`src/rtl/cp0_pkg.sv`:
```
// Shared constants for the coprocessor-0 / interrupt unit: register numbers,
// exception codes, register bit positions, the FSM state type and the
// interrupt priority encoder.
package cp0_pkg;

  localparam logic [4:0] CP0_COUNT   = 5'd9;
  localparam logic [4:0] CP0_COMPARE = 5'd11;
  localparam logic [4:0] CP0_STATUS  = 5'd12;
  localparam logic [4:0] CP0_CAUSE   = 5'd13;
  localparam logic [4:0] CP0_EPC     = 5'd14;

  localparam logic [4:0] EXC_INT = 5'd0;
  localparam logic [4:0] EXC_SYS = 5'd8;

  localparam int IE_BIT = 0;
  localparam int IP_LSB = 8;
  localparam int DF_BIT = 31;

  typedef enum logic {
    RUN     = 1'b0,
    HANDLER = 1'b1
  } cp0_state_e;

  // Index of the lowest set bit; lower index means higher priority.
  function automatic logic [2:0] lowest_set_idx(input logic [7:0] vec);
    logic [2:0] idx;
    idx = 3'd0;
    for (int i = 7; i >= 0; i--) begin
      if (vec[i]) begin
        idx = 3'(i);
      end else begin
        idx = idx;
      end
    end
    return idx;
  endfunction

endpackage

```
`src/rtl/cp0_irq_sync.sv`:
```
// Multi-flop synchroniser for the asynchronous interrupt request lines.
// Each bit is an independent level; no pulse stretching is done here.
module cp0_irq_sync #(
  parameter int WIDTH  = 6,
  parameter int STAGES = 2
) (
  input  logic             clk,
  input  logic             rst,
  input  logic [WIDTH-1:0] d_i,
  output logic [WIDTH-1:0] q_o
);

  logic [WIDTH-1:0] stage_q [STAGES];

  // Shift the raw request levels through the synchroniser chain.
  always_ff @(posedge clk or posedge rst) begin
    if (rst) begin
      for (int s = 0; s < STAGES; s++) begin
        stage_q[s] <= '0;
      end
    end else begin
      stage_q[0] <= d_i;
      for (int s = 1; s < STAGES; s++) begin
        stage_q[s] <= stage_q[s-1];
      end
    end
  end

  assign q_o = stage_q[STAGES-1];

endmodule

```
`src/rtl/cp0_irq_unit.sv`:
```
// Coprocessor-0 and interrupt unit: STATUS/CAUSE/EPC registers, masked and
// prioritised interrupt lines, syscall/eret handling and the RUN/HANDLER FSM.
// Optional timer (COUNT/COMPARE) is built when CP0_TIMER_EN is defined; it
// adds one extra pending line above the external ones with lowest priority.
module cp0_irq_unit import cp0_pkg::*; #(
  parameter int              N_IRQ       = 6,
  parameter int              XLEN        = 32,
  parameter logic [XLEN-1:0] VEC_BASE    = 32'h0000_00D8,
  parameter int              SYNC_STAGES = 2
) (
  input  logic             clk,
  input  logic             rst,
  input  logic [N_IRQ-1:0] irq_in,
  input  logic             take_window,
  input  logic [XLEN-1:0]  epc_in,
  input  logic             syscall,
  input  logic             eret,
  input  logic             cp0_we,
  input  logic [4:0]       cp0_addr,
  input  logic [XLEN-1:0]  cp0_wdata,
  output logic [XLEN-1:0]  cp0_rdata,
  output logic             take,
  output logic [XLEN-1:0]  vec_pc,
  output logic [XLEN-1:0]  eret_pc,
  output logic             in_handler,
  output logic [2:0]       irq_id
);

`ifdef CP0_TIMER_EN
  localparam int NL = N_IRQ + 1;
`else
  localparam int NL = N_IRQ;
`endif

  cp0_state_e      state_q, state_d;
  logic            ie_q, ie_d;
  logic [NL-1:0]   im_q, im_d;
  logic [NL-1:0]   ip_q, ip_d;
  logic [4:0]      exc_q, exc_d;
  logic            df_q, df_d;
  logic [XLEN-1:0] epc_q, epc_d;

  logic [N_IRQ-1:0] irq_sync_s;
  logic [NL-1:0]    ip_set_s;
  logic [NL-1:0]    ip_clr_s;
  logic [NL-1:0]    pend_s;
  logic [7:0]       pend8_s;
  logic [2:0]       prio_id_s;
  logic             int_req_s;
  logic             take_s;
  logic             status_we_s, cause_we_s, epc_we_s;
  logic             df_set_s;
  logic [XLEN-1:0]  status_rd_s, cause_rd_s;
  logic             unused_wdata_s;

`ifdef CP0_TIMER_EN
  logic [XLEN-1:0] count_q, count_d;
  logic [XLEN-1:0] compare_q, compare_d;
  logic            compare_we_s;
  logic            timer_hit_s;

  assign compare_we_s = cp0_we & (cp0_addr == CP0_COMPARE);
  assign timer_hit_s  = (count_q == compare_q);
`endif

  cp0_irq_sync #(
    .WIDTH  (N_IRQ),
    .STAGES (SYNC_STAGES)
  ) u_sync (
    .clk (clk),
    .rst (rst),
    .d_i (irq_in),
    .q_o (irq_sync_s)
  );

  assign status_we_s = cp0_we & (cp0_addr == CP0_STATUS);
  assign cause_we_s  = cp0_we & (cp0_addr == CP0_CAUSE);
  assign epc_we_s    = cp0_we & (cp0_addr == CP0_EPC);

  // Only selected wdata bits land in registers; fold the rest into a sink.
  assign unused_wdata_s = ^cp0_wdata;

  // Pending-bit set/clear sources; a set on the same edge beats a clear.
  always_comb begin
    ip_set_s = '0;
    ip_set_s[N_IRQ-1:0] = irq_sync_s;
    ip_clr_s = cause_we_s ? cp0_wdata[IP_LSB +: NL] : '0;
`ifdef CP0_TIMER_EN
    ip_set_s[N_IRQ] = timer_hit_s;
    ip_clr_s[N_IRQ] = ip_clr_s[N_IRQ] | compare_we_s;
`endif
    ip_d = (ip_q & ~ip_clr_s) | ip_set_s;
  end

  // Request, priority and the combinational take decision.
  always_comb begin
    pend_s    = ip_q & im_q;
    pend8_s   = 8'd0;
    pend8_s[NL-1:0] = pend_s;
    prio_id_s = lowest_set_idx(pend8_s);
    int_req_s = ie_q & (|pend_s);
    // eret in the same window suppresses any take.
    take_s    = (state_q == RUN) & take_window & ~eret & (syscall | int_req_s);
    df_set_s  = (state_q == HANDLER) & take_window & syscall & ~eret;
  end

  // FSM next state plus register next values; eret > take > mtc0.
  always_comb begin
    if (eret) begin
      state_d = RUN;
    end else if (take_s) begin
      state_d = HANDLER;
    end else begin
      state_d = state_q;
    end

    if (eret) begin
      ie_d = 1'b1;
    end else if (take_s) begin
      ie_d = 1'b0;
    end else if (status_we_s) begin
      ie_d = cp0_wdata[IE_BIT];
    end else begin
      ie_d = ie_q;
    end

    im_d = status_we_s ? cp0_wdata[IP_LSB +: NL] : im_q;

    if (take_s) begin
      epc_d = epc_in;
    end else if (epc_we_s) begin
      epc_d = cp0_wdata;
    end else begin
      epc_d = epc_q;
    end

    if (take_s) begin
      exc_d = syscall ? EXC_SYS : EXC_INT;
    end else begin
      exc_d = exc_q;
    end

    if (df_set_s) begin
      df_d = 1'b1;
    end else if (cause_we_s && cp0_wdata[DF_BIT]) begin
      df_d = 1'b0;
    end else begin
      df_d = df_q;
    end
  end

`ifdef CP0_TIMER_EN
  // Free-running counter and compare register next values.
  always_comb begin
    count_d   = count_q + {{(XLEN-1){1'b0}}, 1'b1};
    compare_d = compare_we_s ? cp0_wdata : compare_q;
  end

  // Timer state registers.
  always_ff @(posedge clk or posedge rst) begin
    if (rst) begin
      count_q   <= '0;
      compare_q <= '1;
    end else begin
      count_q   <= count_d;
      compare_q <= compare_d;
    end
  end
`endif

  // FSM state and CP0 register file.
  always_ff @(posedge clk or posedge rst) begin
    if (rst) begin
      state_q <= RUN;
      ie_q    <= 1'b0;
      im_q    <= '0;
      ip_q    <= '0;
      exc_q   <= 5'd0;
      df_q    <= 1'b0;
      epc_q   <= '0;
    end else begin
      state_q <= state_d;
      ie_q    <= ie_d;
      im_q    <= im_d;
      ip_q    <= ip_d;
      exc_q   <= exc_d;
      df_q    <= df_d;
      epc_q   <= epc_d;
    end
  end

  // mfc0 read mux over the pre-edge register values.
  always_comb begin
    status_rd_s = '0;
    status_rd_s[IE_BIT] = ie_q;
    status_rd_s[IP_LSB +: NL] = im_q;
    cause_rd_s = '0;
    cause_rd_s[6:2] = exc_q;
    cause_rd_s[IP_LSB +: NL] = ip_q;
    cause_rd_s[DF_BIT] = df_q;
    case (cp0_addr)
      CP0_STATUS:  cp0_rdata = status_rd_s;
      CP0_CAUSE:   cp0_rdata = cause_rd_s;
      CP0_EPC:     cp0_rdata = epc_q;
`ifdef CP0_TIMER_EN
      CP0_COUNT:   cp0_rdata = count_q;
      CP0_COMPARE: cp0_rdata = compare_q;
`else
      CP0_COUNT,
      CP0_COMPARE: cp0_rdata = '0;
`endif
      default:     cp0_rdata = '0;
    endcase
  end

  assign take       = take_s;
  assign irq_id     = (take_s && !syscall) ? prio_id_s : 3'd0;
  assign vec_pc     = VEC_BASE;
  assign eret_pc    = epc_q;
  assign in_handler = (state_q == HANDLER);

endmodule
```
`config.mk`:
```
export PLATFORM = sky130hd
export DESIGN_NAME = cp0_irq_unit
export DESIGN_NICKNAME = d
export VERILOG_FILES = /design/src/rtl/cp0_pkg.sv /design/src/rtl/cp0_irq_sync.sv /design/src/rtl/cp0_irq_unit.sv
export SDC_FILE = /design/constraint.sdc
export NUM_CORES = 1
export LEC_CHECK = 0
export BUFFER_PORTS_ARGS = -buffer_cell sky130_fd_sc_hd__buf_2
export CAP_MARGIN = 0
export CELL_PAD_IN_SITES_DETAIL_PLACEMENT = 0
export CELL_PAD_IN_SITES_GLOBAL_PLACEMENT = 2
export CORE_UTILIZATION = 30
export DETAILED_ROUTE_END_ITERATION = 10
export GPL_TIMING_DRIVEN = 0
export PLACE_DENSITY = 0.95
export SETUP_SLACK_MARGIN = 0.15
export SYNTH_ARGS = -nofsm -noshare
export SYNTH_HDL_FRONTEND = slang
export SYNTH_SLANG_ARGS = --single-unit
```
`constraint.sdc`:
```
create_clock -name clk -period 3.2 [get_ports clk]
set_input_delay 0.64 -clock clk [delete_from_list [all_inputs] [get_ports clk]]
set_output_delay 0.64 -clock clk [all_outputs]
set_load 0.01 [all_outputs]
```
== Word level (Yosys, flattened, before mapping) ==
Cells that the tools add are included.
Storage, ports and cells
  output and inout port bits: 101
  register bits: 64
  input bits: 81
Cells by class
  bitwise gates (word level): 17
  reduce and logical (&&, ||, !) cells: 8
  multiplexer cells: 19
  equality and inequality tests: 3
Operator list (number)
  $pmux W32 S3: 1
  $mux W32: 2
  $mux W3: 7
  $eq A5 B4 Y1 const B: 3
  $and A6 B6 Y6: 2
  $and A1 B1 Y1: 10
  $mux W1: 7
  $mux W6: 1
  $not A6 Y6: 1
  $or A6 B6 Y6: 1
  $reduce_bool A2 Y1: 3
  $reduce_or A6 Y1: 1
  $mux W4: 1
  $reduce_bool A3 Y1: 1
  $logic_and A1 B1 Y1: 2
  $not A1 Y1: 2
  $logic_not A1 Y1: 1
  $or A1 B1 Y1: 1

== Logic depth before layout (Yosys ltp) ==
Gate-level depths: netlist of run 1.
  depth in word-level cells: 8
  mapped depth: 6
  depth with buffers taken out: 4

== Modules after synthesis ==
A second synthesis of run 1 with hierarchy kept.
Unflattened totals
  cells, all modules: 271
  area total of the unflattened synthesis: 3256.9 um2
By module, submodules not included
  cp0_irq_unit: times used 1, sequential area each 1201.2 um2, area an instance 2907.8 um2, cells each 252
  cp0_irq_sync: times used 1, sequential area each 300.3 um2, area an instance 349.1 um2, cells each 19

== Worst setup path after synthesis of run 1 ==
No wires, ideal clock.
  kind: input port to output port
  start point: input syscall
  end point: output irq_id[0]
  path slack: 807 ps
  stages on the path: 5
  buffers on the path: 1
  data required time: 2560 ps
  arrival time: 1753 ps
  cell sequence: nor2_1 > nor4b_4 > nand2_4 > buf_6 > a2111oi_2
Between the ends
  word-level cells in the longest chain between the ends: 4
  elaborated cells on any way between the ends: 5
  classes of those cells: 1 x mux; 2 x bitwise; 2 x reduce/logical
RTL lines
  start: declaration: line cp0_irq_unit.sv:16  | input logic syscall,
  $or A1 B1 Y1: line cp0_irq_unit.sv:103  | take_s = (state_q == RUN) & take_window & ~eret & (syscall | int_req_s);
  $and A1 B1 Y1: line cp0_irq_unit.sv:103
  $logic_and A1 B1 Y1 *: line cp0_irq_unit.sv:217  | assign irq_id = (take_s && !syscall) ? prio_id_s : 3'd0;
  $mux W3 *: line cp0_irq_unit.sv:217
  end: declaration: line cp0_irq_unit.sv:26  | output logic [2:0] irq_id
Every way passes the cells marked *; elsewhere a longest branch is shown, timed or not.

== Worst setup path after layout of run 1 ==
  start point: input cp0_addr[0]
  end point: output cp0_rdata[8]
Between the ends
  word-level cells in the longest chain between the ends: 2
  elaborated cells on any way between the ends: 4
  classes of those cells: 3 x eq/ne; 1 x mux
RTL lines
  start: declaration: line cp0_irq_unit.sv:19  | input logic [4:0] cp0_addr,
  $eq A5 B4 Y1: line cp0_irq_unit.sv:201  | case (cp0_addr)
  $pmux W32 S3 *: line cp0_irq_unit.sv:201
  end: declaration: line cp0_irq_unit.sv:21  | output logic [XLEN-1:0] cp0_rdata,
Marked as above.

==> metrics.md, run 1 <==
| Metric | Value |
|---|---|
| Worst Hold Class | `in2async` |
| Sink Count | `60` |
| Clk slew on worst S/H paths | `50 ps` |
| Leak | `0.00260 uW` |
| Placed insts | `579` |
| CP max FO | `7` |
| # DRC | `0` |
| Crit path time final | `2870 ps` |
| Asr flop ratio synth | `100%` |
| CTS tree | `yes` |
| Layout area overhead | `39.5%` |
| Remaining Overflow, GRT | `0` |
| # IOs | `182` |
| Maximum clock rate | `0.348 GHz` |
| TritonCTS Buffers | `9` |
| Gr usage total | `15.5%` |
| Vias in the first global route | `2518` |
| Post-DP HPWL | `6840 um` |
| Worst skew pair latency | `330 ps` |
| Setup Buffers After CTS | `0` |
| Sw frac | `28.5%` |
| Clk root buf | `clkbuf_16` |
| Largest net degree at the start of global routing | `40` |
| Area of the multi-input gates | `1680 um2` |
| Via density | `4.42` |
| Starting DRC count in detailed routing | `115` |
| Via count | `2628` |
| Clock share of power | `31.8%` |
| Share of cells above drive strength 1 | `62.0%` |
| Main synth FF type | `dfrtp_1` |
| Top cell type's share of synthesized area | `43.7%` |
| Fin crit share | `89.7%` |
| Final Hold Viols | `0` |
| Final nets | `531` |
| Synth area leader | `dfrtp_1` |
| Crit path launch type | `input port` |
| Clock buffer depth | `2` |
| CTS H-Tree Depth | `3` |
| Max-Cap Viols | `0` |
| Initial antenna violation count | `0` |
| Setup TNS | `0 ps` |
| Post-synthesis cell type count | `30` |
| Psw | `868 uW` |
| Gpl congestion | `0.708` |
| Power Internal | `2180 uW` |
| Global-route wire length before repair | `13400 um` |
| Final WS setup | `329 ps` |
| Worst VDD drop | `0.000220 V` |
| Die height | `109 um` |
| # port buffers | `148` |
| Tightest Pin Transition | `1060 ps` |
| Sequential power share | `36.3%` |
| Post-synthesis cell area | `3440 um2` |
| DR pass1 iterations | `5` |
| Syn_area_per_cell | `13.2 um2` |
| Max-slew violation count | `0` |
| Antenna cells | `0` |
| Register Area | `1500 um2` |
| Initial Util | `31.3%` |
| EDFF count, synth | `0` |
| Cell count after synthesis | `260` |
| Worst Path Arrival | `2230 ps` |
| Die span in x | `109 um` |
| Layout Cells excl Fill | `595` |
| Die area | `11900 um2` |
| Most instantiated cells after synthesis | `dfrtp_1 (60), mux2_4 (60), buf_4 (32)` |
| Worst path required time | `2560 ps` |
| Comb power frac | `31.9%` |
| Layout filler cell count | `1074` |
| Critical path class | `in2out` |
| FP Rows | `38` |
| Core footprint | `11000 um2` |
| Critical path capture point type | `primary output` |
| PwrDens | `635 nW/um2` |
| Setup violations, final | `0` |
| Overall Power | `3040 uW` |
| Relative slew slack | `28.9%` |
| DRT antenna net count | `0` |
| Fin Clk Skew | `4.48 ps` |
| Final WL | `9000 um` |
| Synth top area cells | `dfrtp_1 (44%), mux2_4 (26%), buf_4 (7.0%)` |
| Avg WL per Cell | `15.1 um` |
| Yosys warnings | `0` |
| Fin util | `43.6%` |
| Unrepaired setup endpoints after global routing | `no` |
| Status | `finished clean` |
| Register area share after synthesis | `43.7%` |
| Setup WS pre-CTS | `-173 ps` |
| Flops & latches, synth | `60` |
what timing repair did:
item,CTS,global route
hold buffers,0,0
endpoints found under the setup margin,30,0
resized for setup,2,0
registers in the layout, indices dropped and copies added, names as in the netlist:
register and cells:
eret_pc 32, im_q 6, ip_q 6, u_sync.q_o 6
u_sync.stage_q 6, df_q 1, exc_q 1, ie_q 1
in_handler 1
cell families (layout without fill, tap and decap cells):
logic type / after synthesis / count (layout) / share of synthesized area [%]
buf+inv: 53 / 218 / 10.8
mux: 71 / 71 / 29.8
simple gates: 50 / 50 / 9.17
compound gates: 24 / 24 / 6.26
flops: 60 / 60 / 43.7
other cells: 2 / 32 / 0.219
cell type report:
type | count | area share, %
Multi-Input combinational cell | 177 | 35.1
Sequential cell | 60 | 31.3
Timing Repair Buffer | 149 | 15.9
Buffer | 45 | 7.18
Clock buffer | 9 | 4.70
Tap cell | 140 | 3.65
Clock inverter | 7 | 1.59
Inverter | 8 | 0.626
through the flow:
step                      instance area (um2)  hold WS [ps]
after floorplan                          3550           331
after global placement                   4470           336
after detailed placement                 4490           336
after CTS                                4790           340
after global routing                     4790           355
final                                    4790           327
cell usage in the layout, fill, tap and decap left out, types with 2 or more instances in the layout:
cell	count
a222oi_1	6
clkinv_4	2
nand2_1	4
and2_1	23
clkinvlp_4	2
clkbuf_1	4
clkbuf_16	9
buf_2	149
buf_4	32
mux2_2	11
buf_6	7
nand3_1	9
conb_1	32
nor2_1	4
dfrtp_1	60
a22o_1	3
a22oi_1	3
a21o_1	7
mux2_4	60
a32o_1	2
inv_1	7
critical path: stages:
cell and delay (ps):
buf_2 110, nand3b_1 190, nor3_1 830, a222oi_1 200, inv_1 130, buf_2 140
final timing paths:
kind | from | end | slack [ps] | cells after the start
hold / removal | rst | u_sync.stage_q[10] | 330 | 2
min in group clk | u_sync.stage_q[8] | u_sync.q_o[2] | 350 | 0
max in group asynchronous | rst | eret_pc[17] | 2290 | 3
setup / recovery | cp0_addr[0] | cp0_rdata[8] | 330 | 6
hold reg to reg | u_sync.stage_q[8] | u_sync.q_o[2] | 350 | 0
setup reg to reg | im_q[1] | exc_q[3] | 1310 | 5
per-layer routing:
metal / up-vias / GRT usage [%] / routed length (um)
li1: 1241 / - / -
met1: 1271 / 19.6 / 3740
met2: 109 / 25.2 / 4510
met3: 7 / 4.00 / 621
met4: 0 / 5.79 / 129
met5: - / 0 / 0
power groups by stage:
stage / registers, uW / clock network, uW / logic (uW)
after floorplan: 1160 / 0 / 608
after global placement: 1110 / 0 / 960
after detailed placement: 1110 / 0 / 980
after CTS: 1110 / 991 / 984
after global routing: 1130 / 1030 / 1050
final: 1110 / 968 / 970
(Power assumes the default switching activity.)
==> run 2: changes to the inputs <==
--- a/config.mk
+++ b/config.mk
@@ -9,11 +9,11 @@
 export CAP_MARGIN = 0
 export CELL_PAD_IN_SITES_DETAIL_PLACEMENT = 0
 export CELL_PAD_IN_SITES_GLOBAL_PLACEMENT = 2
-export CORE_UTILIZATION = 30
+export CORE_UTILIZATION = 28
 export DETAILED_ROUTE_END_ITERATION = 10
 export GPL_TIMING_DRIVEN = 0
-export PLACE_DENSITY = 0.95
-export SETUP_SLACK_MARGIN = 0.15
+export PLACE_DENSITY = 0.88
+export SETUP_SLACK_MARGIN = 0.5
 export SYNTH_ARGS = -nofsm -noshare
 export SYNTH_HDL_FRONTEND = slang
 export SYNTH_SLANG_ARGS = --single-unit
==> constraint.sdc (replaced) <==
create_clock -name clk -period 3 [get_ports clk]
set_input_delay 0.6 -clock clk [delete_from_list [all_inputs] [get_ports clk]]
set_output_delay 0.6 -clock clk [all_outputs]
set_load 0.01 [all_outputs]
==> run 2 against run 1 <==
Net effect: register-to-register slack worse by 200 ps; setup slack better by 210 ps; sequential share of layout area is 0.98 points lower; critical endpoint is now cp0_rdata[9]; largest cell class unchanged.
==> metrics.md, run 2 (synthesized netlist as in run 1, its figures left out) <==
| Metric | Value |
|---|---|
| Status | `finished clean` |
| Tightest Pin Transition | `589 ps (-470 ps)` |
| Sink Count | `60 (unchanged)` |
| Slowest stage delay, CP | `320 ps (-510 ps)` |
| Remaining Overflow, GRT | `0 (unchanged)` |
| Leading cell type in the layout, fill and taps excluded | `buf_2` |
| Avg WL per Cell | `15.3 um (+0.94%)` |
| CTS tree | `yes` |
| Commonest non-fill, non-tap cells in the layout | `buf_2 (145), mux2_4 (60), dfrtp_1 (60), buf_4 (45), conb_1 (32)` |
| Worst path required time | `2400 ps (-160 ps)` |
| Setup violations, final | `0 (unchanged)` |
| DRT antenna net count | `0 (unchanged)` |
| Sequential power share | `35.4% (-0.9 points)` |
| # DRC | `0 (unchanged)` |
| Psw | `921 uW (+6.1%)` |
| Setup TNS | `0 ps (unchanged)` |
| Fin crit share | `82.0%` |
| Relative slew slack | `60.7% (+32 points)` |
| Die area | `12700 um2 (+7.0%)` |
| Starting DRC count in detailed routing | `103 (-10%)` |
| Layout area overhead | `44.0%` |
| Gpl congestion | `0.765 (+8.1%)` |
| Fin Clk Skew | `4.50 ps (+0.0219 ps)` |
| # IOs | `182 (unchanged)` |
| Antenna cells | `0 (unchanged)` |
| Vias in the first global route | `2602 (+3.3%)` |
| Clock buffer depth | `2 (unchanged)` |
| Setup WS pre-CTS | `-94.6 ps (+78.6 ps)` |
| Leak | `0.00268 uW (+3.3%)` |
| R2R depth | `6 (+1)` |
| Critical path class | `in2out` |
| Unrepaired setup endpoints after global routing | `yes` |
| Reg-to-reg startpoint | `im_q[1]` |
| Worst VDD drop | `0.000260 V (+18%)` |
| Final WL | `9310 um (+3.5%)` |
| Die height | `113 um (+3.4%)` |
| Reg2Reg Capture Point | `eret_pc[14]` |
| # port buffers | `148 (unchanged)` |
| PwrDens | `675 nW/um2 (+6.2%)` |
| Clk slew on worst S/H paths | `50 ps (about the same)` |
| Worst Path Arrival | `1860 ps (-370 ps)` |
| Worst skew pair latency | `330 ps (about the same)` |
| Final Hold Viols | `0 (unchanged)` |
| Critical path, cell by cell | `buf_4, nor2_1, and4_1, buf_4, buf_6, a222oi_1, inv_1, buf_2` |
| Clk root buf | `clkbuf_16` |
| Comb power frac | `31.9% (about the same)` |
| Initial antenna violation count | `0 (unchanged)` |
| Post-DP HPWL | `6910 um (+0.92%)` |
| Crit path from | `cp0_addr[4]` |
| CP max FO | `10 (+3)` |
| Sw frac | `27.6% (-0.92 points)` |
| Power Internal | `2420 uW (+11%)` |
| Share of cells above drive strength 1 | `63.7% (+1.7 points)` |
| CP dominant cell by count | `buf_4` |
| Clock share of power | `32.7% (+0.9 points)` |
| Via density | `4.37 (-1.1%)` |
| CTS H-Tree Depth | `3 (unchanged)` |
| Final nets | `539 (+1.5%)` |
| Critical path's slowest cell | `a222oi_1` |
| Final WS setup | `540 ps (+211 ps)` |
| Maximum clock rate | `0.407 GHz` |
| Fin util | `41.2% (-2.4 points)` |
| FP Rows | `40 (+5.3%)` |
| Initial Util | `28.6% (-2.7 points)` |
| # hold bufs at CTS | `0 (unchanged)` |
| R2R Setup Slk | `1110 ps (-200 ps)` |
| DR pass1 iterations | `7 (+2)` |
| Gr usage total | `14.7% (-0.75 points)` |
| Global-route wire length before repair | `14000 um (+4.7%)` |
| Die span in x | `113 um (+3.4%)` |
| Critical path capture point type | `primary output` |
| Crit path launch type | `input port` |
| Max-Cap Viols | `0 (unchanged)` |
| Layout filler cell count | `1162 (+8.2%)` |
| Hold slack | `336 ps (+9.02 ps)` |
| Via count | `2665 (+1.4%)` |
| Max-slew violation count | `0 (unchanged)` |
| Worst Hold Class | `in2async` |
| Core footprint | `12000 um2 (+9.4%)` |
| Crit path time final | `2460 ps` |
| Max reg flops | `32 (unchanged)` |
| Largest net degree at the start of global routing | `36 (-10%)` |
| TritonCTS Buffers | `9 (unchanged)` |
==> run 2: per-layer routing <==
metal | global-route usage [%] | vias up | wire length [um]
met1 | 18.1 | 1292 | 3980
li1 | - | 1256 | -
met4 | 7.29 | 0 | 159
met3 | 2.41 | 12 | 448
met2 | 25.0 | 105 | 4720
met5 | 0 | - | 0
==> run 2: critical path, delay by kind of cell <==
family	cells	cell delay [ps]
buffers and inverters	5	680
and+or+nand+nor	2	260
AOI/OAI and AO/OA	1	320
==> run 2: worst max-delay path by stage <==
stage | endpoint | slack [ps] | cells after the start
2_1_floorplan | irq_id[0] | 690 | 5
4_1_cts | cp0_rdata[8] | 510 | 7
6_report | cp0_rdata[9] | 540 | 8
3_3_place_gp | cp0_rdata[9] | -130 | 7
3_5_place_dp | cp0_rdata[8] | -90 | 7
5_1_grt | irq_id[0] | 440 | 5
==> run 2: power groups by stage <==
stage	sequential [uW]	combinational (uW)	clock, uW
after floorplan	1240	649	0
after global placement	1180	1030	0
after detailed placement	1190	1040	0
after CTS	1180	1070	1120
after global routing	1210	1140	1160
final	1180	1070	1090
==> run 2: metrics by stage <==
stage          cells  area [um2]  power [uW]
5_1_grt          610        4950        3500
3_5_place_dp     586        4490        2230
6_report         610        4950        3340
3_3_place_gp     585        4470        2210
2_1_floorplan    290        3550        1880
4_1_cts          607        4900        3370
==> run 2: timing repair <==
item | CTS | global route
gates cloned | 0 | 0
endpoints found under the setup margin | 34 | 30
buffers inserted | 5 | 3
resized for setup | 16 | 12
pin swaps | 3 | 3
==> run 2: layout make-up <==
class	instances	area, um2	area share (%)
multi-input cells	177	1700	34.4
flip-flops and latches	60	1500	30.3
repair buffers	157	828	16.7
plain buffers	45	384	7.76
clock buffers	9	225	4.55
well taps	147	184	3.72
clock inverters	7	91.3	1.85
inverters	8	30.0	0.607
==> run 3: changes to the inputs <==
--- a/config.mk
+++ b/config.mk
@@ -5,14 +5,15 @@
 export SDC_FILE = /design/constraint.sdc
 export NUM_CORES = 1
 export LEC_CHECK = 0
+export ABC_AREA = 1
 export BUFFER_PORTS_ARGS = -buffer_cell sky130_fd_sc_hd__buf_2
 export CAP_MARGIN = 0
 export CELL_PAD_IN_SITES_DETAIL_PLACEMENT = 0
 export CELL_PAD_IN_SITES_GLOBAL_PLACEMENT = 2
-export CORE_UTILIZATION = 28
+export CORE_UTILIZATION = 23
 export DETAILED_ROUTE_END_ITERATION = 10
 export GPL_TIMING_DRIVEN = 0
-export PLACE_DENSITY = 0.88
+export PLACE_DENSITY = 0.87
 export SETUP_SLACK_MARGIN = 0.5
 export SYNTH_ARGS = -nofsm -noshare
 export SYNTH_HDL_FRONTEND = slang
==> constraint.sdc (replaced) <==
create_clock -name clk -period 2.45 [get_ports clk]
set_input_delay 0.49 -clock clk [delete_from_list [all_inputs] [get_ports clk]]
set_output_delay 0.49 -clock clk [all_outputs]
set_load 0.01 [all_outputs]
==> run 3 against run 2 <==
Net effect: combinational power shrank 20%; worst hold slack got worse by 130 ps; sequential cell count unchanged; wire length is 19% higher; synthesized area shrank 5.9%; largest cell class is now sequential cells; largest power group unchanged.
==> metrics.md, run 3 <==
| Metric | Value |
|---|---|
| Cell count after synthesis | `423 (+63%)` |
| Gpl congestion | `0.799 (+4.6%)` |
| Die span in x | `121 um (+6.9%)` |
| Initial antenna violation count | `0 (unchanged)` |
| DR pass1 iterations | `4 (-3)` |
| FP Rows | `42 (+5.0%)` |
| Clk slew on worst S/H paths | `60 ps (about the same)` |
| Clock share of power | `37.2% (+4.5 points)` |
| Gr usage total | `15.4% (+0.73 points)` |
| Crit path time final | `2100 ps` |
| Die area | `14500 um2 (+14%)` |
| Avg WL per Cell | `13.4 um (-12%)` |
| EDFF count, synth | `0 (unchanged)` |
| Worst skew pair latency | `330 ps (about the same)` |
| Share of cells above drive strength 1 | `42.1% (-22 points)` |
| Via count | `3454 (+30%)` |
| Flops & latches, synth | `60 (unchanged)` |
| Main synth FF type | `dfrtp_1` |
| PwrDens | `682 nW/um2 (+1.1%)` |
| # port buffers | `148 (unchanged)` |
| Synth top area cells | `dfrtp_1 (46%), nand2_1 (11%), nand3_1 (10%)` |
| TritonCTS Buffers | `9 (unchanged)` |
| Status | `finished clean` |
| Sink Count | `60 (unchanged)` |
| Final WL | `11000 um (+19%)` |
| Layout Cells excl Fill | `824 (+35%)` |
| Setup TNS | `0 ps (unchanged)` |
| Final Hold Viols | `0 (unchanged)` |
| Unrepaired setup endpoints after global routing | `yes` |
| CP max FO | `7 (-3)` |
| Setup WS pre-CTS | `105 ps (+199 ps)` |
| Fin crit share | `85.7%` |
| Core footprint | `13500 um2 (+12%)` |
| Synth area leader | `dfrtp_1` |
| Antenna cells | `0 (unchanged)` |
| Leak | `0.00284 uW (+5.9%)` |
| Starting DRC count in detailed routing | `167 (+62%)` |
| Initial Util | `24.0% (-4.7 points)` |
| Worst Path Arrival | `1610 ps (-250 ps)` |
| Tightest Pin Transition | `601 ps (+12.7 ps)` |
| Relative slew slack | `59.9% (-0.79 points)` |
| Vias in the first global route | `3157 (+21%)` |
| CTS tree | `yes` |
| Worst Hold Class | `in2async` |
| CTS H-Tree Depth | `3 (unchanged)` |
| Via density | `4.19 (-4.1%)` |
| Crit path launch type | `register` |
| Comb power frac | `25.0% (-6.9 points)` |
| Remaining Overflow, GRT | `0 (unchanged)` |
| Clk root buf | `clkbuf_16` |
| Yosys warnings | `0 (unchanged)` |
| Fin util | `37.3% (-3.9 points)` |
| Layout area overhead | `55.7%` |
| Most common cell in the netlist | `nand2_1` |
| Critical path class | `reg2out` |
| Fin Clk Skew | `5.61 ps (+1.11 ps)` |
| Placed insts | `778 (+33%)` |
| Setup violations, final | `0 (unchanged)` |
| Maximum clock rate | `0.476 GHz` |
| # IOs | `182 (unchanged)` |
| Largest net degree at the start of global routing | `40 (+11%)` |
| Psw | `1080 uW (+18%)` |
| Final nets | `724 (+34%)` |
| Asr flop ratio synth | `100% (unchanged)` |
| Leading cell type in the layout, fill and taps excluded | `buf_2` |
| Post-DP HPWL | `8110 um (+17%)` |
| Sw frac | `31.5% (+3.9 points)` |
| Power Internal | `2350 uW (-2.7%)` |
| Worst path required time | `1960 ps (-440 ps)` |
| Layout filler cell count | `1461 (+26%)` |
| Most instantiated cells after synthesis | `nand2_1 (94), nand3_1 (65), inv_1 (61)` |
| Commonest non-fill, non-tap cells in the layout | `buf_2 (151), nand2_1 (80), nand3_1 (65), buf_4 (64), dfrtp_1 (60)` |
| Critical path capture point type | `primary output` |
| Sequential power share | `37.8% (+2.4 points)` |
| DRT antenna net count | `0 (unchanged)` |
| # DRC | `0 (unchanged)` |
| Syn_area_per_cell | `7.65 um2 (-42%)` |
| Post-synthesis cell type count | `25 (-17%)` |
| Max reg flops | `32 (unchanged)` |
| Worst VDD drop | `0.000267 V (+2.8%)` |
| Top cell type's share of synthesized area | `46.4% (+2.7 points)` |
| Final WS setup | `350 ps (-190 ps)` |
| Max-slew violation count | `0 (unchanged)` |
| Max-Cap Viols | `0 (unchanged)` |
| Global-route wire length before repair | `16900 um (+21%)` |
| Hold slack | `209 ps (-128 ps)` |
| # hold bufs at CTS | `0 (unchanged)` |
| Clock buffer depth | `2 (unchanged)` |
| Post-synthesis cell area | `3240 um2 (-5.9%)` |
| Die height | `121 um (+6.9%)` |
| Register area share after synthesis | `46.4% (+2.7 points)` |
run 3: final timing paths:
kind	endpoint	slack [ps]	start	depth (start not counted)
max	take	350	im_q[0]	9
min	eret_pc[2]	210	rst	2
max in group asynchronous	ip_q[3]	1670	rst	3
min reg2reg	u_sync.q_o[2]	350	u_sync.stage_q[8]	0
min in group clk	u_sync.stage_q[7]	270	irq_in[1]	1
max reg2reg	eret_pc[10]	710	im_q[0]	11
run 3: timing repair:
action | in CTS | in global routing
gates cloned | 0 | 1
buffers inserted | 13 | 16
pin swaps | 4 | 7
gates resized for setup | 21 | 25
endpoints found under the setup margin | 33 | 32
run 3: cell type report:
class                   count  area, um2  share of cell area (%)
inverters                  64        244                    4.84
repair buffers            179       1040                    20.7
well taps                 176        220                    4.37
plain buffers              51        370                    7.35
flip-flops and latches     60       1500                    29.8
clock inverters             7       75.1                    1.49
multi-input cells         278       1360                    27.0
clock buffers               9        225                    4.47
run 3: routing by layer:
layer / up-vias / share of wire [%] / GRT usage [%]
met5: - / 0 / 0
li1: 1703 / - / -
met4: 0 / 0.59 / 4.78
met3: 6 / 7.9 / 4.39
met1: 1617 / 44 / 20.1
met2: 128 / 48 / 24.6
run 3: kinds of logic (layout without fill, tap and decap cells):
group | count (synthesis) | count (layout) | synth area share, %
other cells | 2 | 32 | 0.232
flops | 60 | 60 | 46.4
compound gates | 50 | 50 | 9.20
buf+inv | 115 | 310 | 18.0
simple gates | 196 | 196 | 26.1
run 3: per-stage QoR:
step / area [um2] / power (uW)
2_1_floorplan: 3360 / 1760
3_3_place_gp: 4320 / 2080
3_5_place_dp: 4340 / 2090
4_1_cts: 4800 / 3440
5_1_grt: 5040 / 3660
6_report: 5040 / 3430
run 3: power by group through the flow:
stage	clock network, uW	logic, uW	registers, uW
4_1_cts	1310	828	1300
5_1_grt	1360	972	1330
3_5_place_dp	0	782	1310
6_report	1280	859	1300
2_1_floorplan	0	415	1340
3_3_place_gp	0	766	1310
run 3: worst max-delay path, stage by stage, from the launching register on:
cell      delay, ps
dfrtp_1         390
nand2_2         100
nand2_2          60
nor2_1          100
nand2_1          90
nand2_2         100
a21boi_4         70
buf_4           140
buf_6           130
buf_6           110
